<file path="config.mk">
export PLATFORM = sky130hd
export DESIGN_NAME = sdhci_dat_tx
export DESIGN_NICKNAME = d
export VERILOG_FILES = /design/src/rtl/sdhci_pkg.sv /design/src/rtl/sdhci_crc16.sv /design/src/rtl/sdhci_dat_tx.sv
export SDC_FILE = /design/constraint.sdc
export NUM_CORES = 1
export LEC_CHECK = 0
export BUFFER_PORTS_ARGS = -buffer_cell sky130_fd_sc_hd__buf_2
export CAP_MARGIN = 15
export CELL_PAD_IN_SITES_DETAIL_PLACEMENT = 0
export CELL_PAD_IN_SITES_GLOBAL_PLACEMENT = 2
export CORE_MARGIN = 2
export CORE_UTILIZATION = 39
export DETAILED_ROUTE_END_ITERATION = 8
export PLACE_DENSITY = 0.85
export SLEW_MARGIN = 20
export SYNTH_ARGS = -nofsm -noshare
export SYNTH_HDL_FRONTEND = slang
export SYNTH_SLANG_ARGS = --single-unit
</file>
<file path="constraint.sdc">
create_clock -name clk_i -period 4.15 [get_ports clk_i]
set_clock_uncertainty 0.15 [all_clocks]
set_input_delay 0.2075 -clock clk_i [delete_from_list [all_inputs] [get_ports clk_i]]
set_output_delay 0.2075 -clock clk_i [all_outputs]
set_load 0.005 [all_outputs]
</file>
<file path="src/rtl/sdhci_pkg.sv">
// Shared types and constants for the SD host DAT-line transmit path.
package sdhci_pkg;

    typedef enum logic [2:0] {
        IDLE,
        LOAD,
        START,
        DATA,
        CRC,
        END
    } tx_state_e;

    // CRC16-CCITT generator x^16 + x^12 + x^5 + 1 (x^16 term implied).
    localparam logic [15:0] CRC16_POLY   = 16'h1021;
    localparam int          MAX_BLK_SIZE = 2048;

    // Byte 0 goes out first and each byte MSB first, so reversing the byte
    // order lets the transmitter always shift from bit 31 downwards.
    function automatic logic [31:0] byte_reorder(input logic [31:0] w);
        return {w[7:0], w[15:8], w[23:16], w[31:24]};
    endfunction

endpackage

</file>
<file path="src/rtl/sdhci_crc16.sv">
// Serial CRC16 for one DAT line: one data bit per enable, synchronous clear.
module sdhci_crc16
    import sdhci_pkg::*;
(
    input  logic        clk_i,
    input  logic        rst_ni,
    input  logic        clr_i,
    input  logic        en_i,
    input  logic        bit_i,
    output logic [15:0] crc_o
);

    logic [15:0] crc_q;
    logic        feedback;

    assign feedback = bit_i ^ crc_q[15];
    assign crc_o    = crc_q;

    // Shift the register once per enabled data bit; clear wins over enable.
    always_ff @(posedge clk_i or negedge rst_ni) begin
        if (!rst_ni) begin
            crc_q <= '0;
        end else if (clr_i) begin
            crc_q <= '0;
        end else if (en_i) begin
            crc_q <= {crc_q[14:0], 1'b0} ^ (feedback ? CRC16_POLY : 16'h0000);
        end
    end

endmodule

</file>
<file path="src/rtl/sdhci_dat_tx.sv">
// SD DAT-line block transmitter: start bit, data from the buffer FIFO,
// per-line CRC16, end bit. Requests SD-clock gating when data is starved.
module sdhci_dat_tx
    import sdhci_pkg::*;
#(
    parameter int DataWidth    = 32,
    parameter int BlkSizeWidth = 12
) (
    input  logic                    clk_i,
    input  logic                    rst_ni,
    input  logic                    sd_clk_en_i,
    input  logic                    start_i,
    input  logic                    abort_i,
    input  logic                    bus_4bit_i,
    input  logic [BlkSizeWidth-1:0] block_size_i,
    input  logic                    fifo_empty_i,
    input  logic [DataWidth-1:0]    fifo_front_data_i,
    output logic                    fifo_pop_o,
    output logic [3:0]              dat_o,
    output logic [3:0]              dat_oe_o,
    output logic                    clk_stop_o,
    output logic                    busy_o,
    output logic                    done_o
);

    localparam logic [BlkSizeWidth:0] WordBytes = (BlkSizeWidth+1)'(4);

    tx_state_e             state_q, state_d;
    logic                  bus4_q, bus4_d;
    logic [BlkSizeWidth:0] byte_cnt_q, byte_cnt_d;   // bytes not yet fetched
    logic [31:0]           shift_q, shift_d;
    logic [5:0]            bits_left_q, bits_left_d; // bit-times left in word
    logic [3:0]            crc_idx_q, crc_idx_d;     // CRC bit on the line
    logic [3:0]            dat_q, dat_d;
    logic [3:0]            oe_q, oe_d;
    logic                  stall_q, stall_d;
    logic [1:0]            pop_wait_q, pop_wait_d;   // front-word settle time
    logic                  done_q, done_d;

    logic        pop;
    logic        crc_clr;
    logic        crc_en;
    logic        word_avail;
    logic [3:0]  active;
    logic [5:0]  word_bits;
    logic [31:0] new_word;
    logic [31:0] src;
    logic [3:0]  src_bits;
    logic [3:0]  crc_sel;
    logic [3:0]  crc_out;
    logic [15:0] crc_val [4];

    assign word_avail = !fifo_empty_i && (pop_wait_q == 2'd0);
    assign active     = bus4_q ? 4'hF : 4'h1;
    assign word_bits  = bus4_q ? 6'd8 : 6'd32;
    assign new_word   = byte_reorder(fifo_front_data_i);
    // An exhausted word means the next bits come straight from the FIFO front.
    assign src        = (bits_left_q == 6'd0) ? new_word : shift_q;
    assign src_bits   = bus4_q ? src[31:28] : {3'b111, src[31]};
    assign crc_sel    = (state_q == CRC) ? crc_idx_q - 4'd1 : 4'd15;

    // Select the CRC bit of each active line; idle lines stay high.
    always_comb begin
        crc_out = 4'hF;
        for (int i = 0; i < 4; i++) begin
            if (active[i]) crc_out[i] = crc_val[i][crc_sel];
        end
    end

    for (genvar g = 0; g < 4; g++) begin : g_crc
        sdhci_crc16 u_crc (
            .clk_i  (clk_i),
            .rst_ni (rst_ni),
            .clr_i  (crc_clr),
            .en_i   (crc_en & active[g]),
            .bit_i  (src_bits[g]),
            .crc_o  (crc_val[g])
        );
    end

    // Next-state, FIFO handshake and line values for the following bit-time.
    always_comb begin
        // NOTE: every signal assigned here gets a default first so that no
        // path leaves one unassigned, which would infer a latch.
        state_d     = state_q;
        bus4_d      = bus4_q;
        byte_cnt_d  = byte_cnt_q;
        shift_d     = shift_q;
        bits_left_d = bits_left_q;
        crc_idx_d   = crc_idx_q;
        dat_d       = dat_q;
        oe_d        = oe_q;
        stall_d     = stall_q;
        done_d      = 1'b0;
        pop         = 1'b0;
        crc_clr     = 1'b0;
        crc_en      = 1'b0;

        unique case (state_q)
            IDLE: begin
                if (start_i) begin
                    bus4_d      = bus_4bit_i;
                    byte_cnt_d  = {1'b0, block_size_i};
                    bits_left_d = '0;
                    crc_idx_d   = '0;
                    crc_clr     = 1'b1;
                    state_d     = LOAD;
                end
            end
            LOAD: begin
                if (word_avail) begin
                    pop         = 1'b1;
                    shift_d     = new_word;
                    bits_left_d = word_bits;
                    byte_cnt_d  = byte_cnt_q - WordBytes;
                    state_d     = START;
                end
            end
            START: begin
                if (sd_clk_en_i) begin
                    if (oe_q == 4'h0) begin
                        dat_d = ~active;
                        oe_d  = active;
                    end else begin
                        dat_d       = src_bits;
                        crc_en      = 1'b1;
                        shift_d     = bus4_q ? {src[27:0], 4'h0} : {src[30:0], 1'b0};
                        bits_left_d = bits_left_q - 6'd1;
                        state_d     = DATA;
                    end
                end
            end
            DATA: begin
                if (stall_q) begin
                    // Clock is gated: wait for a word, ignore stray strobes.
                    if (word_avail) begin
                        pop         = 1'b1;
                        shift_d     = new_word;
                        bits_left_d = word_bits;
                        byte_cnt_d  = byte_cnt_q - WordBytes;
                        stall_d     = 1'b0;
                    end
                end else if (sd_clk_en_i) begin
                    if (bits_left_q == 6'd0 && byte_cnt_q == '0) begin
                        dat_d     = crc_out;
                        crc_idx_d = 4'd15;
                        state_d   = CRC;
                    end else if (bits_left_q == 6'd0 && !word_avail) begin
                        stall_d = 1'b1;
                    end else begin
                        dat_d       = src_bits;
                        crc_en      = 1'b1;
                        shift_d     = bus4_q ? {src[27:0], 4'h0} : {src[30:0], 1'b0};
                        bits_left_d = ((bits_left_q == 6'd0) ? word_bits : bits_left_q) - 6'd1;
                        if (bits_left_q == 6'd0) begin
                            pop        = 1'b1;
                            byte_cnt_d = byte_cnt_q - WordBytes;
                        end
                    end
                end
            end
            CRC: begin
                if (sd_clk_en_i) begin
                    if (crc_idx_q == 4'd0) begin
                        dat_d   = 4'hF;
                        state_d = END;
                    end else begin
                        dat_d     = crc_out;
                        crc_idx_d = crc_idx_q - 4'd1;
                    end
                end
            end
            END: begin
                if (sd_clk_en_i) begin
                    dat_d   = 4'hF;
                    oe_d    = 4'h0;
                    done_d  = 1'b1;
                    state_d = IDLE;
                end
            end
            default: state_d = IDLE;
        endcase

        if (abort_i) begin
            state_d = IDLE;
            dat_d   = 4'hF;
            oe_d    = 4'h0;
            stall_d = 1'b0;
            done_d  = 1'b0;
            pop     = 1'b0;
            crc_en  = 1'b0;
            crc_clr = 1'b0;
        end

        if (pop) begin
            pop_wait_d = 2'd2;
        end else if (pop_wait_q != 2'd0) begin
            pop_wait_d = pop_wait_q - 2'd1;
        end else begin
            pop_wait_d = pop_wait_q;
        end
    end

    // State and datapath registers.
    always_ff @(posedge clk_i or negedge rst_ni) begin
        // NOTE: sequential state uses non-blocking assignments so every
        // register samples the pre-edge values computed above.
        if (!rst_ni) begin
            state_q     <= IDLE;
            bus4_q      <= 1'b0;
            byte_cnt_q  <= '0;
            shift_q     <= '0;
            bits_left_q <= '0;
            crc_idx_q   <= '0;
            dat_q       <= 4'hF;
            oe_q        <= 4'h0;
            stall_q     <= 1'b0;
            pop_wait_q  <= '0;
            done_q      <= 1'b0;
        end else begin
            state_q     <= state_d;
            bus4_q      <= bus4_d;
            byte_cnt_q  <= byte_cnt_d;
            shift_q     <= shift_d;
            bits_left_q <= bits_left_d;
            crc_idx_q   <= crc_idx_d;
            dat_q       <= dat_d;
            oe_q        <= oe_d;
            stall_q     <= stall_d;
            pop_wait_q  <= pop_wait_d;
            done_q      <= done_d;
        end
    end

    assign fifo_pop_o = pop;
    // Drops in the very cycle the missing word is taken.
    assign clk_stop_o = stall_q & ~pop;
    assign dat_o      = dat_q;
    assign dat_oe_o   = oe_q;
    assign busy_o     = (state_q != IDLE);
    assign done_o     = done_q;

    a_block_size: assert property (@(posedge clk_i) disable iff (!rst_ni)
        (start_i && !abort_i && state_q == IDLE) |->
        (block_size_i != '0 && block_size_i[1:0] == 2'b00 &&
         32'(block_size_i) <= MAX_BLK_SIZE));

    a_pop_not_empty: assert property (@(posedge clk_i) disable iff (!rst_ni)
        fifo_pop_o |-> !fifo_empty_i);

endmodule

</file>
==> results.py, run 1 <==
metrics = {
    "status": {
        "status": "completed",
    },
    "yosys": {
        "synthTopCellsByArea": "dfrtp_1 38%, mux2i_1 8.5%, nand2_1 5.6%, a2bb2oi_2 3.5%, o21ai_2 3.3%",
        "synth_ff_type": "dfrtp_1",
        "postSynth.asyncResetShare_pct": 100,
        "syn-instance-count": 889,
        "yosys.area.top_type": "dfrtp_1",
        "ys_ff_latch": 133,
        "synth_top_area_share_pct": 38.1,
        "yosysWarningCount": 0,
        "synth_nets": 947,
        "netlist_area_sq_mm": 0.00847,
        "ys_seq_area_share_pct": 39.4,
        "syn_avg_cell_area_sq_um": 9.52,
        "synth_cell_types": 85,
        "synth_enable_flop_cells": 0,
    },
    "finish": {
        "utilization_pct": 46.3,
        "multi_input_area_sq_mm": 0.00465,
        "n_antenna_cell": 0,
        "layout_common_cells": "128 x dfrtp_1, 126 x nand2_1, 72 x mux2i_1",
        "fillers": 2028,
        "syn_to_final_growth_pct": 15.7,
        "final-seq-area_sq_mm": 0.00333,
        "final_layout_size_suffix_gt1_share_pct": 24.8,
        "final_nets": 1011,
        "final_common_cell": "dfrtp_1",
    },
    "detailed_routing": {
        "vias": 6985,
        "drt_iter0_markers": 462,
        "drt_pass1_iterations": 5,
        "drc": 0,
        "ant_nets": 0,
        "finalWirelength_microns": 22700,
        "wire_per_inst_microns": 18.3,
        "viasPerCell": 5.63,
    },
    "cts": {
        "cts_buffers": 17,
        "cts.clk_slew.worst_paths_ns": 0.06,
        "cts_sinks": 133,
        "cts_tree": "built",
        "cts.repair.resized": 0,
        "post-cts-setup-buffers": 0,
        "cts_max_path_buffers": 2,
        "htree_num_levels": 4,
        "insertion_delay_ns": 0.42,
        "clockRootBuffer": "clkbuf_16",
    },
    "floorplanning": {
        "pin_count": 63,
        "coreArea_sq_mm": 0.0212,
        "start_util_pct": 40.0,
        "dieHeight_microns": 151,
        "dieArea_sq_mm": 0.0229,
        "die_x_microns": 151,
        "row_count": 53,
    },
    "global_routing": {
        "grt_max_degree": 92,
        "first_global_vias": 6938,
        "grt_antenna_before_repair": 0,
        "grt_usage_pct": 20.3,
        "overflow": 0,
        "grt_pass1_wl_microns": 36700,
    },
    "power": {
        "leakage_nw": 4.21,
        "powerDensity_mw_per_mm2": 755,
        "worst_ir_drop_vdd_mv": 0.381,
    },
    "sta": {
        "fin_tns_setup_ns": 0,
        "finalSetupViolCount": 0,
        "finalHoldViolations": 0,
        "final-max-slew-violation-count": 0,
        "rsz0062_at_grt": "false",
        "period_share_pct": 78.7,
        "finalCriticalPeriod_ns": 3.27,
        "tightest_slew_ns": 0.885,
        "max_freq_ghz": 0.306,
        "relSlewSlack_pct": 41.0,
    },
    "placed_design": {
        "place.detailed.hpwl_microns": 14800,
        "gp_congestion": 0.799,
        "io_buffers": 62,
    },
    "critical_path": {
        "cpPeakStageDelay_ns": 0.58,
        "worst_path_max_delay_cell": "or4b_2",
        "cp-start-kind": "flop",
        "critical_path_class": "flop to flop",
        "worstSetupEndpointType": "flop",
        "cp.required_ns": 4.33,
        "critical_path_arrival_ns": 3.45,
        "path_cells": "inv_1, ha_1, nor3b_2, nand2_1, nand2_1, ha_1, or4b_2, a31oi_1, a22oi_1, nor2_1, a31oi_1, o21ai_0",
        "cp_max_fo": 9,
    },
    "run": {
        "cap_violations": 0,
    },
    "worst_hold_path": {
        "min_path_type": "input pin to flop",
    },
}
## cells in the mapped netlist, types with 17 or more instances
cell type and instances:
dfrtp_1 129, nand2_1 126, mux2i_1 72, o21ai_0 50, o22ai_1 43, clkbuf_1 38
nor2_1 35, o21ai_2 32, a21oi_1 31, nand2_2 30, a2bb2oi_2 20, inv_1 19
nor3_1 17
## power by group
group / switching, W / total [W] / internal (W) / leakage [nW]
registers: 0.000333 / 0.00194 / 0.00160 / 1.72
clock network: 0.000576 / 0.00144 / 0.000866 / 0.265
logic: 0.00234 / 0.00402 / 0.00169 / 2.23
total: 0.00324 / 0.00740 / 0.00416 / 4.21
## cell type report
class / count / share of cell area [%]
well taps: 275 / 3.51
flip-flops and latches: 133 / 34.0
inverters: 20 / 0.766
repair buffers: 118 / 8.55
clock buffers: 23 / 4.88
multi-input cells: 663 / 47.5
clock inverters: 8 / 0.779
## state kept, by name, indices dropped and copies added, names as in the netlist
signal and count:
g_crc.u_crc.crc_o 64, shift_q 32, byte_cnt_q 13, bits_left_q 6
crc_idx_q 4, dat_o 4, state_q 3, dat_oe_o 2
pop_wait_q 2, bus4_q 1, done_o 1, stall_q 1
## per-layer routing
layer  track usage (%)  wire length [microns]
met2              33.5                  10800
met3              3.98                    896
met1              27.7                  10700
met5                 0                      0
met4              4.49                    248
## worst max-delay path, delay by kind of cell, from the launching register on
kind            cells  cell delay, ns
fa+ha+maj           2            0.41
buf+inv             1            0.08
simple gates        5            1.56
compound gates      4            0.54
flops               1            0.43
## path summary, 6_finish.rpt
| check | from | end | slack, ns | cells after the start |
|---|---|---|---|---|
| min in group asynchronous | rst_ni | shift_q[11]$_DFFE_PN0P_ | 0.28 | 2 |
| worst max-delay path | bits_left_q[0]$_DFFE_PN0P_ | bits_left_q[4]$_DFFE_PN0P_ | 0.88 | 12 |
| worst max register to register | bits_left_q[0]$_DFFE_PN0P_ | bits_left_q[4]$_DFFE_PN0P_ | 0.88 | 12 |
| worst min-delay path | block_size_i[5] | byte_cnt_q[5]$_DFFE_PN0P_ | 0.01 | 4 |
| max in group asynchronous | rst_ni | dat_o[0]$_DFFE_PN1P_ | 2.61 | 3 |
| worst min register to register | g_crc[3].u_crc.crc_o[14]$_DFFE_PN0P_ | g_crc[3].u_crc.crc_o[15]$_DFFE_PN0P_ | 0.34 | 2 |
## cells by family (layout without fill, tap and decap cells)
logic type | count (synthesis) | after routing | share of synthesized area (%)
buffers and inverters | 93 | 169 | 5.88
flip-flops | 133 | 133 | 39.4
AND/OR/NAND/NOR | 282 | 282 | 16.9
adder cells (fa/ha/maj) | 7 | 7 | 1.03
multiplexers | 80 | 80 | 10.1
XOR/XNOR | 17 | 17 | 1.76
AO/OA/AOI/OAI | 277 | 277 | 24.9
## metrics by stage
step	worst slack (ns)	power, W	cells	hold slack (ns)	instance area, sq um
6_report	0.883	0.00740	1240	0.0118	9790
5_1_grt	0.660	0.00788	1240	0.0202	9790
4_1_cts	0.795	0.00744	1239	0.00214	9780
3_5_place_dp	0.851	0.00595	1176	0.202	8900
3_3_place_gp	0.945	0.00593	1176	0.212	8900
2_1_floorplan	1.20	0.00500	889	-0.238	8470
## repair_timing
action,CTS,global route
setup endpoints to repair,0,0
hold endpoints to repair,120,0
hold buffers,32,0
(Power assumes the default switching activity.)
==> run 2, diff against run 1 <==
ABC_AREA = 1   (was unset)
CORE_UTILIZATION = 34   (was 39)
PLACE_DENSITY = 0.84   (was 0.85)
clock period = 3.1 ns   (was 4.15 ns; I/O delays follow)
==> results.py, run 2 <==
metrics = {
    "yosys": {
        "netlist_area_sq_mm": 0.00840,
        "synthXorXnorAreaFrac_pct": 1.46,
        "synth_cell_types": 43,
        "synth.mux.area_fraction_pct": 0,
        "synthAdderAreaFrac_pct": 1.04,
        "ys_ff_latch": 133,
        "yosysMostFrequentCell": "nand2_1",
        "synthTopCellsByArea": "dfrtp_1 38%, nand2_1 18%, o21ai_0 8.9%, inv_1 5.8%, nand3_1 5.7%",
        "synth_compound_area_share_pct": 17.8,
        "synth_commonest_cells": "400 x nand2_1, 150 x o21ai_0, 129 x dfrtp_1, 129 x inv_1, 95 x nand3_1",
        "yosysWarningCount": 0,
        "ys_seq_area_share_pct": 39.7,
        "synth_top_area_share_pct": 38.4,
        "synth_ff_type": "dfrtp_1",
        "postSynth.asyncResetShare_pct": 100,
        "synth_top_family_by_area": "simple AND/OR/NAND/NOR gates",
        "syn_avg_cell_area_sq_um": 6.77,
        "syn-instance-count": 1241,
        "yosys.area.top_type": "dfrtp_1",
        "synthSimpleGateAreaFrac_pct": 30.6,
        "synth_enable_flop_cells": 0,
        "synth_nets": 1299,
    },
    "sta": {
        "tightest_slew_ns": 0.807,
        "final-max-slew-violation-count": 0,
        "period_share_pct": 91.2,
        "fin_hold_ws_ns": 0.00511,
        "setup_slack_ns": 0.272,
        "rsz0062_at_grt": "false",
        "finalCriticalPeriod_ns": 2.83,
        "max_freq_ghz": 0.354,
        "finalSetupViolCount": 0,
        "finalHoldViolations": 0,
        "relSlewSlack_pct": 46.2,
        "fin_tns_setup_ns": 0,
    },
    "cts": {
        "cts_max_path_buffers": 2,
        "cts_buffers": 17,
        "cts.clk_slew.worst_paths_ns": 0.06,
        "htree_num_levels": 4,
        "cts_tree": "built",
        "cts_sinks": 133,
        "clockRootBuffer": "clkbuf_16",
        "insertion_delay_ns": 0.43,
    },
    "critical_path": {
        "worst_path_max_delay_cell": "inv_2",
        "rrSetupSlack_ns": 0.27,
        "cp.required_ns": 3.30,
        "crit_family": "simple AND/OR/NAND/NOR gates",
        "critical_path_arrival_ns": 3.02,
        "cp_max_fo": 34,
        "critical_path_class": "flop to flop",
        "cpPeakStageDelay_ns": 0.47,
        "path_cells": "inv_1, ha_1, nand3_2, inv_1, nand2_2, nor2_1, nand2_1, o21ai_0, nor2_1, nand2_2, a21oi_4, inv_2, nand2_1, o21ai_1",
        "cp-start-kind": "flop",
        "crit_buf_inv": 3,
        "worstSetupEndpointType": "flop",
    },
    "power": {
        "worst_ir_drop_vdd_mv": 0.604,
        "powerDensity_mw_per_mm2": 1050,
        "leakage_nw": 4.79,
    },
    "finish": {
        "final_common_cell": "nand2_1",
        "final_nets": 1374,
        "n_antenna_cell": 0,
        "largest_reg_flops": 64,
        "utilization_pct": 40.6,
        "syn_to_final_growth_pct": 17.6,
        "layout_common_cells": "400 x nand2_1, 150 x o21ai_0, 129 x inv_1, 129 x dfrtp_1, 95 x nand3_1",
        "final_layout_size_suffix_gt1_share_pct": 11.7,
    },
    "global_routing": {
        "grt_antenna_before_repair": 0,
        "grt_max_degree": 68,
        "first_global_vias": 8063,
        "grt_pass1_wl_microns": 43300,
        "grt_usage_pct": 20.9,
        "overflow": 0,
    },
    "floorplanning": {
        "pin_count": 63,
        "die_x_microns": 161,
        "coreArea_sq_mm": 0.0243,
        "start_util_pct": 34.5,
        "dieHeight_microns": 161,
        "row_count": 57,
        "dieArea_sq_mm": 0.0260,
    },
    "status": {
        "status": "completed",
    },
    "detailed_routing": {
        "ant_nets": 0,
        "drt_pass1_iterations": 5,
        "wire_per_inst_microns": 15.8,
        "viasPerCell": 5.01,
        "finalWirelength_microns": 26100,
        "vias": 8276,
        "drc": 0,
        "drt_iter0_markers": 531,
    },
    "run": {
        "cap_violations": 0,
    },
    "placed_design": {
        "gp_congestion": 0.807,
        "place.detailed.hpwl_microns": 18200,
        "io_buffers": 62,
        "post-place-ws_ns": 0.290,
    },
    "worst_hold_path": {
        "min_path_type": "input pin to flop",
    },
}
==> run 2: cell types whose count changed after synthesis, moves of 13 or more <==
cell,previous run,this run
o22ai_1,43,15
o211ai_1,7,29
nand2_1,126,400
inv_1,19,129
o21ai_0,50,150
nand3_1,14,95
o21ai_2,32,0
mux2i_1,72,0
nand2_2,30,5
buf_2,11,24
buf_6,16,0
nor2_1,35,88
a2bb2oi_2,20,0
==> run 2: final timing paths <==
path | cells past startpoint | start | to
hold reg to reg | 2 | dat_o[0]$_DFFE_PN1P_ | dat_o[0]$_DFFE_PN1P_
setup reg to reg | 14 | bits_left_q[0]$_DFFE_PN0P_ | shift_q[20]$_DFFE_PN0P_
setup / recovery | 14 | bits_left_q[0]$_DFFE_PN0P_ | shift_q[20]$_DFFE_PN0P_
min in group asynchronous | 2 | rst_ni | shift_q[14]$_DFFE_PN0P_
hold / removal | 5 | fifo_front_data_i[3] | shift_q[27]$_DFFE_PN0P_
max in group asynchronous | 3 | rst_ni | dat_o[2]$_DFFE_PN1P_
==> run 2: stage by stage <==
| step | cell area, sq um | cells | total power [W] |
|---|---|---|---|
| 6_report | 9880 | 1651 | 0.0104 |
| 2_1_floorplan | 8400 | 1241 | 0.00672 |
| 5_1_grt | 9880 | 1651 | 0.0114 |
| 4_1_cts | 9880 | 1651 | 0.0105 |
| 3_3_place_gp | 9150 | 1602 | 0.00857 |
| 3_5_place_dp | 9150 | 1602 | 0.00856 |
==> run 2: what timing repair did <==
| item | CTS | global route |
|---|---|---|
| setup endpoints to repair | 0 | 1 |
| hold buffers | 19 | 0 |
| setup buffers | 0 | 0 |
| endpoints found under the hold margin | 84 | 0 |
| gates resized for setup | 0 | 1 |
==> run 2: cell families after synthesis <==
kind of cell,after synthesis
AO/OA/AOI/OAI,264
XOR/XNOR,14
adder cells (fa/ha/maj),7
buffers and inverters,199
flip-flops,133
AND/OR/NAND/NOR,624
==> run 2: where the power goes <==
group	switching [W]	total [W]	internal, W
sequential	0.000370	0.00260	0.00223
clock	0.000827	0.00188	0.00106
combinational	0.00412	0.00593	0.00182
==> run 2: tightest hold or removal path: stages <==
cell and delay [ns]:
buf_2 0.11, o211ai_1 0.10, nand3_1 0.07, nand2_1 0.05, o21ai_0 0.06
==> run 2: final cells by class <==
type	instances	area (sq um)
fill	2657	14400
multi-input combinational	909	4280
sequential	133	3330
timing repair buffer	117	802
inverter	138	522
clock buffer	19	453
tap	324	405
clock inverter	11	80.1
==> run 2: metal layers <==
| layer | wire (microns) | vias to the layer above | track usage, % | part of all wire, % |
|---|---|---|---|---|
| met4 | 318 | 0 | 5.52 | 1.2 |
| met1 | 12200 | 3883 | 28.4 | 47 |
| met2 | 12600 | 159 | 35.1 | 48 |
| li1 | - | 4209 | - | - |
| met5 | 0 | - | 0 | 0 |
| met3 | 911 | 25 | 3.11 | 3.5 |
==> run 3, diff against run 2 <==
CORE_UTILIZATION = 30   (was 34)
PLACE_DENSITY = 0.76   (was 0.84)
==> results.py, run 3 (synthesis gave the netlist of run 2 again) <==
metrics = {
    "finish": {
        "final_common_cell": "nand2_1",
        "layout_common_cells": "400 x nand2_1, 149 x o21ai_0, 129 x inv_1, 129 x dfrtp_1, 95 x nand3_1",
        "fillers": 3039,
        "n_antenna_cell": 0,
        "final_layout_size_suffix_gt1_share_pct": 12.1,
        "final_nets": 1380,
        "largest_reg_flops": 64,
        "syn_to_final_growth_pct": 20.1,
        "fin_cells": 1713,
    },
    "cts": {
        "cts_max_path_buffers": 2,
        "cts_tree": "built",
        "cts.clk_slew.worst_paths_ns": 0.06,
        "htree_num_levels": 4,
        "insertion_delay_ns": 0.43,
        "cts_sinks": 133,
        "clockRootBuffer": "clkbuf_16",
        "cts_buffers": 17,
    },
    "global_routing": {
        "grt_max_degree": 64,
        "overflow": 0,
        "grt_use_met2_pct": 31.9,
        "grt_pass1_wl_microns": 44800,
        "grt_usage_pct": 19.5,
        "globalRouteMet3Util_pct": 2.58,
        "use_met1_pct": 27.0,
        "busiest_layer": "met2",
        "grt_antenna_before_repair": 0,
        "first_global_vias": 8138,
    },
    "floorplanning": {
        "pin_count": 63,
        "die_x_microns": 171,
        "row_count": 61,
        "dieArea_sq_mm": 0.0294,
        "dieHeight_microns": 171,
        "start_util_pct": 30.3,
        "coreArea_sq_mm": 0.0277,
    },
    "critical_path": {
        "cp_max_fo": 56,
        "cp.required_ns": 2.79,
        "critical_path_arrival_ns": 2.60,
        "cp-start-kind": "flop",
        "critical_path_class": "flop to output pin",
        "worstSetupEndpointType": "output pin",
    },
    "detailed_routing": {
        "drt_pass1_iterations": 5,
        "wire_per_inst_microns": 16.0,
        "drt_iter0_markers": 593,
        "finalWirelength_microns": 27400,
        "drc": 0,
        "vias": 8351,
        "viasPerCell": 4.88,
        "ant_nets": 0,
    },
    "sta": {
        "finalSetupViolCount": 0,
        "period_share_pct": 93.7,
        "finalCriticalPeriod_ns": 2.90,
        "tightest_slew_ns": 0.993,
        "fin_tns_setup_ns": 0,
        "finalHoldViolations": 0,
        "rsz0062_at_grt": "false",
        "fin_hold_ws_ns": 0.0149,
        "relSlewSlack_pct": 33.7,
        "final-max-slew-violation-count": 0,
        "setup_slack_ns": 0.196,
        "max_freq_ghz": 0.344,
    },
    "placed_design": {
        "gp_congestion": 0.817,
        "post-place-ws_ns": 0.186,
        "place.detailed.hpwl_microns": 18700,
        "io_buffers": 62,
        "dp.cells": 1660,
    },
    "power": {
        "worst_ir_drop_vdd_mv": 0.685,
        "powerDensity_mw_per_mm2": 1090,
        "leakage_nw": 4.87,
        "finalPower_w": 0.0110,
    },
    "worst_hold_path": {
        "min_path_type": "input pin to flop",
    },
    "status": {
        "status": "completed",
    },
    "run": {
        "cap_violations": 0,
    },
}
run 3: changes by cell type in the layout (fill, tap and decap cells not counted), moves of 2 or more:
| cell | before | now |
|---|---|---|
| clkinvlp_4 | 5 | 2 |
| clkinv_2 | 3 | 1 |
| inv_8 | 0 | 2 |
| clkbuf_8 | 2 | 0 |
| buf_4 | 34 | 38 |
| bufinv_16 | 0 | 4 |
| inv_6 | 2 | 4 |
run 3: critical path: stages, from the launching register on:
cell     delay (ns)
dfrtp_1        0.38
inv_1          0.06
ha_1           0.17
inv_1          0.09
nor2_4         0.13
buf_4          0.14
buf_8          0.29
nand2_1        0.14
inv_1          0.16
a31oi_1        0.06
o22ai_1        0.12
nand2_1        0.14
inv_1          0.12
nor2_1         0.04
buf_2          0.12
run 3: timing repair:
item / CTS / global route
cloned: 0 / 1
resized for setup: 1 / 3
hold buffers: 20 / 0
endpoints found under the hold margin: 116 / 0
setup endpoints to repair: 1 / 31
setup buffers: 0 / 0
run 3: worst paths after layout:
path,slack (ns),end,cells past startpoint,from
hold reg to reg,0.32,dat_o[0]$_DFFE_PN1P_,2,dat_o[0]$_DFFE_PN1P_
hold / removal,0.01,bus4_q$_DFFE_PN0P_,3,start_i
setup reg to reg,0.30,g_crc[2].u_crc.crc_o[5]$_DFFE_PN0P_,14,bits_left_q[0]$_DFFE_PN0P_
max in group asynchronous,1.93,byte_cnt_q[12]$_DFFE_PN0P_,3,rst_ni
setup / recovery,0.20,clk_stop_o,14,pop_wait_q[0]$_DFFE_PN0P_
min in group asynchronous,0.05,shift_q[14]$_DFFE_PN0P_,2,rst_ni
run 3: area by class of cell:
class                      instances  area (sq um)  area share (%)
clock buffer                      17           425            4.21
clock inverter                    15           215            2.13
inverter                         138           518            5.13
multi-input combinational        910          4290            42.5
sequential                       133          3330            33.0
tap                              378           473            4.69
timing repair buffer             122           837            8.29
run 3: through the flow:
| step | instance area, sq um | utilization, % |
|---|---|---|
| global placement | 9240 | 33.3 |
| floorplan | 8400 | - |
| detailed placement | 9240 | 33.3 |
| global route | 10100 | 36.4 |
| CTS | 10100 | 36.4 |
| finish | 10100 | 36.4 |
run 3: where the power goes:
part / leakage [nW] / total (W) / switching (W) / internal (W)
clock: 0.309 / 0.00228 / 0.000905 / 0.00137
combinational: 2.80 / 0.00612 / 0.00423 / 0.00189
sequential: 1.77 / 0.00263 / 0.000397 / 0.00223
run 3: routing by layer:
| metal | vias up | wire [microns] |
|---|---|---|
| li1 | 4223 | - |
| met1 | 3964 | 13200 |
| met2 | 144 | 13100 |
| met3 | 20 | 789 |
| met4 | 0 | 300 |
| met5 | - | 0 |
